File: config.mk
export PLATFORM = sky130hd
export DESIGN_NAME = button_ce_ctrl
export DESIGN_NICKNAME = d
export VERILOG_FILES = /design/src/rtl/button_ce_ctrl.sv
export SDC_FILE = /design/constraint.sdc
export NUM_CORES = 1
export LEC_CHECK = 0
export ABC_AREA = 1
export BUFFER_PORTS_ARGS = -buffer_cell sky130_fd_sc_hd__buf_2
export CAP_MARGIN = 25
export CORE_MARGIN = 10
export CORE_UTILIZATION = 55
export DETAILED_ROUTE_END_ITERATION = 7
export PLACE_DENSITY = 0.78
export SLEW_MARGIN = 20
export SYNTH_ARGS = -nofsm -noshare
export SYNTH_HDL_FRONTEND = slang
export SYNTH_SLANG_ARGS = --single-unit
File: constraint.sdc
create_clock -name clk -period 4.9 [get_ports clk]
set_input_delay 0.49 -clock clk [delete_from_list [all_inputs] [get_ports clk]]
set_output_delay 0.49 -clock clk [all_outputs]
set_load 0.005 [all_outputs]
File: src/rtl/button_ce_ctrl.sv
// Button front end: per-button 2-flop sync, sampled saturating debounce and rising-edge pulse,
// plus a run/pause/step FSM that turns pulses p0/p1/p2 into the LED counter clock enable.
module button_ce_ctrl #(
   parameter int WIDTH          = 4,
   parameter int SAMPLE_CNT_MAX = 62500,
   parameter int PULSE_CNT_MAX  = 200,
   parameter int STEP_CYCLES    = 125000000
) (
   input  logic             clk,
   input  logic             rst,
   input  logic [WIDTH-1:0] buttons,
   output logic [WIDTH-1:0] button_pulses,
   output logic             ce
);
   localparam int SW  = $clog2(SAMPLE_CNT_MAX);
   localparam int DW  = $clog2(PULSE_CNT_MAX + 1);
   localparam int STW = (STEP_CYCLES > 1) ? $clog2(STEP_CYCLES) : 1;
   localparam logic [SW-1:0]  SAMPLE_LAST = SW'(SAMPLE_CNT_MAX - 1);
   localparam logic [DW-1:0]  PULSE_FULL  = DW'(PULSE_CNT_MAX);
   localparam logic [STW-1:0] STEP_LAST   = STW'(STEP_CYCLES - 1);

   typedef enum logic [1:0] {PAUSED, RUNNING, STEP} state_t;

   logic [WIDTH-1:0] sync1_q, sync2_q;
   logic [SW-1:0]    sample_cnt_q, sample_cnt_d;
   logic             tick;
   logic [DW-1:0]    deb_cnt_q [WIDTH];
   logic [DW-1:0]    deb_cnt_d [WIDTH];
   logic [WIDTH-1:0] deb, deb_q;
   state_t           state_q, state_d;
   logic [STW-1:0]   step_cnt_q, step_cnt_d;
   logic             ce_q;
   logic             p0, p1, p2;

   assign tick         = (sample_cnt_q == SAMPLE_LAST);
   assign sample_cnt_d = tick ? '0 : sample_cnt_q + SW'(1);

   // Any low synchronized sample restarts qualification, independent of the tick phase.
   always_comb begin
      deb = '0;
      for (int i = 0; i < WIDTH; i++) begin
         deb_cnt_d[i] = deb_cnt_q[i];
         if (!sync2_q[i])
            deb_cnt_d[i] = '0;
         else if (tick && (deb_cnt_q[i] != PULSE_FULL))
            deb_cnt_d[i] = deb_cnt_q[i] + DW'(1);
         deb[i] = (deb_cnt_q[i] == PULSE_FULL);
      end
   end

   assign button_pulses = deb & ~deb_q;
   assign p0 = button_pulses[0];
   assign p1 = button_pulses[1];
   assign p2 = button_pulses[2];

   always_comb begin
      state_d    = state_q;
      step_cnt_d = step_cnt_q;
      case (state_q)
         PAUSED: begin
            if (!p1) begin
               if (p0) begin
                  state_d = RUNNING;
               end else if (p2) begin
                  state_d    = STEP;
                  step_cnt_d = '0;
               end
            end
         end
         RUNNING: begin
            if (p1 || p0) state_d = PAUSED;
         end
         STEP: begin
            if (p1)                          state_d = PAUSED;
            else if (p0)                     state_d = RUNNING;
            else if (step_cnt_q == STEP_LAST) state_d = PAUSED;
            else                             step_cnt_d = step_cnt_q + STW'(1);
         end
         default: state_d = PAUSED;
      endcase
   end

   always_ff @(posedge clk) begin
      if (rst) begin
         sync1_q      <= '0;
         sync2_q      <= '0;
         sample_cnt_q <= '0;
         for (int i = 0; i < WIDTH; i++) deb_cnt_q[i] <= '0;
         deb_q        <= '0;
         state_q      <= PAUSED;
         step_cnt_q   <= '0;
         ce_q         <= 1'b0;
      end else begin
         sync1_q      <= buttons;
         sync2_q      <= sync1_q;
         sample_cnt_q <= sample_cnt_d;
         for (int i = 0; i < WIDTH; i++) deb_cnt_q[i] <= deb_cnt_d[i];
         deb_q        <= deb;
         state_q      <= state_d;
         step_cnt_q   <= step_cnt_d;
         // Registered from next state so ce follows the pulse by exactly one edge, glitch-free.
         ce_q         <= (state_d != PAUSED);
      end
   end

   assign ce = ce_q;

endmodule
# After elaboration in Yosys (flattened, before gate mapping)
# Memory sizes are Yosys's and may differ from the RTL's.
# Cells that the tools add are included.
# op_classes
n_mux	30
eq_ne	18
reduce_logical	10
n_bitwise	6
add_sub_neg	6
# ops
cell	n
$mux W27	6
$mux W8	12
$pmux W27 S2	1
$add A8 B1 Y8 const B	4
$eq A8 B8 Y1 const B	4
$ne A8 B8 Y1 const B	4
$add A27 B1 Y27 const B	1
$eq A27 B27 Y1 const B	1
$add A16 B1 Y16 const B	1
$eq A16 B16 Y1 const B	1
$mux W2	7
$ne A2 B2 Y1 const B	6
$reduce_and A7 Y1	1
$pmux W2 S3	1
$and A4 B4 Y4	1
$logic_and A1 B1 Y1	4
$not A4 Y4	1
$or A1 B1 Y1	4
$reduce_bool A2 Y1	2
$mux W1	3
$eq A2 B1 Y1 const B	1
$eq A2 B2 Y1 const B	1
$logic_not A2 Y1	1
$reduce_or A2 Y1	1
$logic_or A1 B1 Y1	1
# totals
ramBits	32
mem_count	1
wordCells	78
register_bits	58
output_inout_bits	5
input_bits	6
# memory_table
name	depth	width	read_ports	rd_clocked_by_memory_dff	wr	line_no	source
deb_cnt_q	4	8	4	0	4	27	logic [DW-1:0] deb_cnt_q [WIDTH];

# Longest topological paths before layout
# Gate-level depths: netlist (run 1).
# depth
depth_word	7
mapped_depth	12
depth_no_buf	11

# Least setup slack after synthesis (run 1)
# No wires, ideal clock.
# synth_path
kind	reg-to-reg
from	register step_cnt_q[0]
to	register ce_q (netlist: ce)
setup_slack_ns	3.179
period_less_slack_ns	1.721
stages_incl_launch_ff	10
setup_time_ns	0.119
path_buffers	1
t_required_ns	4.781
t_arrival_ns	1.601
path_cell_list	dfxtp_1 ha_1 nand3_2 nor3_1 nand2_1 nand2_4 nand2_4 buf_6 nand2_1 o21ai_1
# synth_via
elab_chain_cells	6
# synth_lines
item	line_no	source
from (decl)	31	logic [STW-1:0] step_cnt_q, step_cnt_d;
from (signal assigned)	100	step_cnt_q <= step_cnt_d;
$eq A27 B27 Y1	76	else if (step_cnt_q == STEP_LAST) state_d = PAUSED;
$mux W2	76	
$mux W2	75	else if (p0) state_d = RUNNING;
$mux W2	74	if (p1) state_d = PAUSED;
$pmux W2 S3	59	case (state_q)
$reduce_bool A2 Y1	102	ce_q <= (state_d != PAUSED);
to (signal assigned)	102	
to (decl)	32	logic ce_q;
# Every way passes these cells.
# A chain may end at the register's enable or synchronous reset.

# Worst setup path after layout (run 1)
# layout_path
from	register step_cnt_q[0]
to	register step_cnt_q[20]
# layout_via
elab_chain_cells	5
elab_cells_between_ends	8
classes_between	add/sub (1); eq/ne (2); mux (4); reduce/logical (1)
# layout_lines
item	line_no	source
$add A27 B1 Y27	77	else step_cnt_d = step_cnt_q + STW'(1);
$mux W27	76	
$mux W27	75	
$mux W27	74	
$pmux W27 S2	59	
# Several ways; a longest one is shown, not always the timed one. The select of a mux whose other input is x is not followed.

==> results.json, run 1 <==
{
  "outcome": "complete, no violations",
  "timing.slew.headroom_pct": 51.1,
  "rsz0062_at_grt": "false",
  "final_common_cell": "nand2_1",
  "crit_type": "flop to flop",
  "cts_tree": "done",
  "power_frac_seq_pct": 58.3,
  "die_w_um": 116,
  "avgSynthCellArea_um2": 6.60,
  "post_cts.repair.setup_buffers": 0,
  "grt_pass1_wl_mm": 19.5,
  "final_cell_mix": "nand2_1, nor2_1, dfxtp_1, inv_1, nand3_1",
  "grt_usage_pct": 17.4,
  "netlist_area_mm2": 0.00512,
  "min_path_type": "input pin to flop",
  "peakVddDrop_v": 0.000142,
  "synthArstFlopShare_pct": 0,
  "via_per_inst": 5.43,
  "seq_area_frac_synth_pct": 35.2,
  "clk_path_buf_depth": 2,
  "clkPwrFrac_pct": 40.0,
  "io_pins": 11,
  "reg2reg_to": "step_cnt_q[20]",
  "initial_utilization_pct": 55.9,
  "ys_ff_latch": 90,
  "p_int_uw": 981,
  "cts.htree.levels": 3,
  "end_kind": "flop",
  "fin_util_pct": 58.7,
  "syn_inst": 775,
  "drc_errors": 0,
  "p_switching_uw": 284,
  "root_buffer": "clkbuf_8",
  "drive_above_1_share_pct": 5.49,
  "clock_skew_ps": 8.77,
  "place.gp.congestion": 0.969,
  "multiInputGateArea_mm2": 0.00285,
  "synth_area_leader_cell": "dfxtp_1",
  "required_ps": 5120,
  "regArea_mm2": 0.00180,
  "cp.arrival_ps": 2450,
  "r2r-start": "step_cnt_q[0]",
  "finalSetupViolCount": 0,
  "dr.pass1.iters": 6,
  "grt_max_degree": 41,
  "synth_cell_types": 38,
  "grt-ovfl-total": 0,
  "r2r_setup_slack_ps": 2670,
  "grt_pass1_vias": 4401,
  "syn_nets": 791,
  "clock-sinks": 90,
  "dieArea_mm2": 0.0136,
  "rows": 35,
  "ys.flop_type": "dfxtp_1",
  "worstSkewPairLatency_ps": 360,
  "core_area_mm2": 0.00915,
  "die_h_um": 116,
  "p_per_area_mw_per_mm2": 236,
  "syn_to_final_growth_pct": 4.91,
  "yosysWarnings": 0,
  "numCtsBuffers": 9,
  "fin_nets": 794,
  "antenna_found_initial": 0,
  "finalCritPeriodShare_pct": 45.5,
  "insertedDiodeCount": 0,
  "critPathCapture": "step_cnt_q[20]",
  "cts_hold_buf": 0,
  "synth_edf_count": 0,
  "max-cap-violations": 0,
  "fin_setup_tns_ps": 0,
  "path_clk_slew_ps": 90,
  "hold_viol_final": 0,
  "slew_violations": 0,
  "reg2reg_depth": 8,
  "start_kind": "flop",
  "vias": 4857,
  "dp_hpwl_mm": 8.14,
  "wl_per_cell_um": 12.6,
  "startpoint": "step_cnt_q[0]",
  "synth.top_cell.area_share_pct": 35.2,
  "synth_area_leaders": "dfxtp_1, nand2_1, nor2_1",
  "cts_resized": 0,
  "worstPathMaxFanout": 28,
  "drtIter0Drc": 385,
  "ant_nets": 0,
  "p_comb_share_pct": 1.7,
  "worst_pin_slew_ps": 734,
  "max_freq_ghz": 0.449,
  "fill_cells": 872,
  "routed_wl_mm": 11.3,
  "switching_share_pct": 22.4,
  "fin_crit_ps": 2230,
  "port_buffers": 10,
  "p_leak_nw": 1.78
}
## worst min path at each step
| stage | from | endpoint | slack (ps) | depth (start not counted) |
|---|---|---|---|---|
| after CTS | buttons[2] | sync1_q[2] | 320 | 3 |
| final | buttons[0] | sync1_q[0] | 340 | 3 |
| after detailed placement | sync1_q[0] | sync2_q[0] | 400 | 2 |
| after floorplan | sync1_q[0] | sync2_q[0] | 390 | 2 |
| after global placement | sync1_q[3] | sync2_q[3] | 400 | 2 |
| after global routing | buttons[0] | sync1_q[0] | 320 | 3 |
## state kept, by name (all words and copies together), names as in the netlist
| register | flops |
|---|---|
| ce | 1 |
| deb_cnt_q | 32 |
| deb_q | 4 |
| sample_cnt_q | 16 |
| state_q | 2 |
| step_cnt_q | 27 |
| sync1_q | 4 |
| sync2_q | 4 |
## layer usage
metal | GRT usage (%) | up-vias | share of wire [%]
met5 | 0 | - | 0
met2 | 29.7 | 108 | 47
met4 | 4.42 | 0 | 1.1
li1 | - | 2502 | -
met3 | 3.75 | 13 | 4.4
met1 | 21.7 | 2234 | 47
## Yosys cell counts (all sizes together) (3+ instances only)
master / number
a21oi: 70
buf: 12
clkbuf: 6
clkinv: 3
dfxtp: 90
ha: 10
inv: 86
nand2: 202
nand3: 86
nand4: 20
nor2: 111
nor3: 15
nor4: 4
o21ai: 8
or2: 3
xnor2: 15
xor2: 23
## cells by family (layout without fill, tap and decap cells)
family	count (synthesis)	after routing	share of synthesized area (%)
simple gates	446	446	38.2
xor+xnor	38	38	6.50
flops	90	90	35.2
buf+inv	107	115	9.12
fa+ha+maj	10	10	2.44
compound gates	84	84	8.51
## metrics by stage
step / hold slack (ps) / setup slack [ps] / cell area (µm²) / instances / power [mW]
floorplan: 388 / 3180 / 5120 / 775 / 0.770
global placement: 397 / 2760 / 5180 / 878 / 0.775
detailed placement: 395 / 2690 / 5180 / 878 / 0.777
CTS: 320 / 2690 / 5370 / 894 / 1.28
global route: 319 / 2470 / 5370 / 894 / 1.31
finish: 336 / 2670 / 5370 / 894 / 1.27
## critical path, stage by stage, from the launching register on
cell	delay (ps)
dfxtp_1	430
ha_1	320
nand3_2	170
nor3_1	280
nand2_1	130
nand2_4	280
nand2_4	260
nand2_1	140
a21oi_1	70
## power groups by stage
| stage | Clock [mW] | Sequential, mW | Combinational (mW) |
|---|---|---|---|
| finish | 0.506 | 0.738 | 0.0212 |
| global route | 0.547 | 0.739 | 0.0240 |
| CTS | 0.522 | 0.738 | 0.0215 |
| detailed placement | 0 | 0.755 | 0.0214 |
| global placement | 0 | 0.755 | 0.0204 |
| floorplan | 0 | 0.755 | 0.0152 |
## layout make-up
| cell class | instances | area share, % |
|---|---|---|
| well taps | 111 | 2.59 |
| clock inverters | 5 | 1.14 |
| flip-flops and latches | 90 | 33.6 |
| inverters | 89 | 6.27 |
| multi-input cells | 578 | 53.1 |
| clock buffers | 11 | 2.45 |
| repair buffers | 10 | 0.932 |
(Power assumes the default switching activity.)
==> run 2, diff against run 1 <==
--- a/config.mk
+++ b/config.mk
@@ -11,7 +11,7 @@
 export CORE_MARGIN = 10
 export CORE_UTILIZATION = 55
 export DETAILED_ROUTE_END_ITERATION = 7
-export PLACE_DENSITY = 0.78
+export PLACE_DENSITY = 0.81
 export SLEW_MARGIN = 20
 export SYNTH_ARGS = -nofsm -noshare
 export SYNTH_HDL_FRONTEND = slang
==> constraint.sdc (replaced) <==
create_clock -name clk -period 2 [get_ports clk]
set_input_delay 0.2 -clock clk [delete_from_list [all_inputs] [get_ports clk]]
set_output_delay 0.2 -clock clk [all_outputs]
set_load 0.005 [all_outputs]
==> results.json, run 2 (synthesis gave the netlist of run 1 again) <==
{
  "grt_usage_pct": 17.7,
  "multiInputGateArea_mm2": 0.00285,
  "syn_to_final_growth_pct": 8.73,
  "required_ps": 2270,
  "initial_utilization_pct": 55.9,
  "io_pins": 11,
  "fin_crit_ps": 1840,
  "dieArea_mm2": 0.0136,
  "grt_pass1_wl_mm": 19.8,
  "finalCritPeriodShare_pct": 92.2,
  "grt_max_degree": 40,
  "place_ws_ps": 202,
  "start_kind": "flop",
  "worst_slack_ps": 155,
  "via_per_inst": 5.43,
  "insertedDiodeCount": 0,
  "final_common_cell": "nand2_1",
  "worstSkewPairLatency_ps": 380,
  "numCtsBuffers": 9,
  "peakVddDrop_v": 0.000741,
  "hp-start": "buttons[3]",
  "hold_viol_final": 0,
  "cts.htree.levels": 3,
  "grt_pass1_vias": 4542,
  "worst_hold_slack_ps": 24.9,
  "fin_setup_tns_ps": 0,
  "root_buffer": "clkbuf_8",
  "die_w_um": 116,
  "max-cap-violations": 0,
  "fill_cells": 837,
  "startpoint": "deb_cnt_q[1][1]",
  "p_per_area_mw_per_mm2": 612,
  "slew_violations": 0,
  "top_register": "deb_cnt_q",
  "die_h_um": 116,
  "dp_hpwl_mm": 8.22,
  "post_cts.repair.setup_buffers": 0,
  "cts_tree": "done",
  "grt-ovfl-total": 0,
  "regArea_mm2": 0.00180,
  "clock_skew_ps": 17.6,
  "rsz0062_at_grt": "false",
  "antenna_found_initial": 0,
  "crit_type": "flop to flop",
  "power_mw": 3.40,
  "drc_errors": 0,
  "rows": 35,
  "largest_reg_flops": 32,
  "clock-sinks": 90,
  "final_cell_mix": "nand2_1, nor2_1, dfxtp_1, inv_1, nand3_1",
  "drive_above_1_share_pct": 7.29,
  "fin_nets": 807,
  "clk_path_buf_depth": 2,
  "p_leak_nw": 1.89,
  "end_kind": "flop",
  "reg2reg_depth": 11,
  "dr.pass1.iters": 5,
  "wl_per_cell_um": 12.8,
  "r2r-start": "deb_cnt_q[1][1]",
  "cp.arrival_ps": 2110,
  "routed_wl_mm": 11.6,
  "top_regs": "deb_cnt_q: 32 flops, step_cnt_q: 27 flops, sample_cnt_q: 16 flops",
  "drtIter0Drc": 397,
  "min_path_type": "input pin to flop",
  "vias": 4921,
  "ant_nets": 0,
  "max_freq_ghz": 0.542,
  "place.gp.congestion": 0.961,
  "finalSetupViolCount": 0,
  "core_area_mm2": 0.00915,
  "whs_path_depth": 3,
  "path_clk_slew_ps": 90,
  "outcome": "complete, no violations",
  "timing.slew.headroom_pct": 70.6,
  "worstPathMaxFanout": 27,
  "port_buffers": 10,
  "worst_pin_slew_ps": 441
}
-- run 2: critical path, cell delays in order, from the launching register on --
cell and delay (ps):
dfxtp_1 360, inv_1 100, ha_1 200, nand2_1 60
nor2_1 190, nand3_1 120, nand2_2 130, nand2_2 70
nand2_4 100, nand2_4 190, nand2_1 150, o21ai_1 80
-- run 2: final cells by class --
cell class | instances | share of cell area (%)
flip-flops and latches | 90 | 32.4
inverters | 89 | 6.05
clock inverters | 7 | 2.23
repair buffers | 23 | 3.37
clock buffers | 9 | 2.23
well taps | 111 | 2.50
multi-input cells | 578 | 51.3
-- run 2: path summary, 6_finish.rpt --
check                             endpoint  slack [ps]
worst max register to register          ce         160
worst max-delay path                    ce         160
worst min register to register  sync2_q[2]         410
worst min-delay path            sync1_q[3]          20
-- run 2: per-layer routing --
metal	GRT usage (%)	routed length (µm)	part of all wire (%)	up-vias
met4	5.75	159	1.4	0
met2	30.5	5710	49	108
met5	0	0	0	-
met1	20.9	5250	45	2272
li1	-	-	-	2523
met3	4.83	477	4.1	18
-- run 2: per-stage QoR --
step | cell area, µm² | utilization [%] | std cells
4_1_cts | 5550 | 60.7 | 906
3_3_place_gp | 5310 | 58.0 | 890
5_1_grt | 5570 | 60.8 | 907
2_1_floorplan | 5120 | - | 775
6_report | 5570 | 60.8 | 907
3_5_place_dp | 5310 | 58.0 | 890
-- run 2: power breakdown --
group / total [mW] / switching, mW / internal [mW]
Combinational: 0.0595 / 0.0397 / 0.0198
Clock: 1.54 / 0.697 / 0.841
Sequential: 1.81 / 0.00475 / 1.80
-- run 2: what timing repair did --
action,in CTS,in global routing
setup endpoints to repair,0,1
endpoints found under the hold margin,0,1
hold buffers,0,1
gates resized for setup,0,1
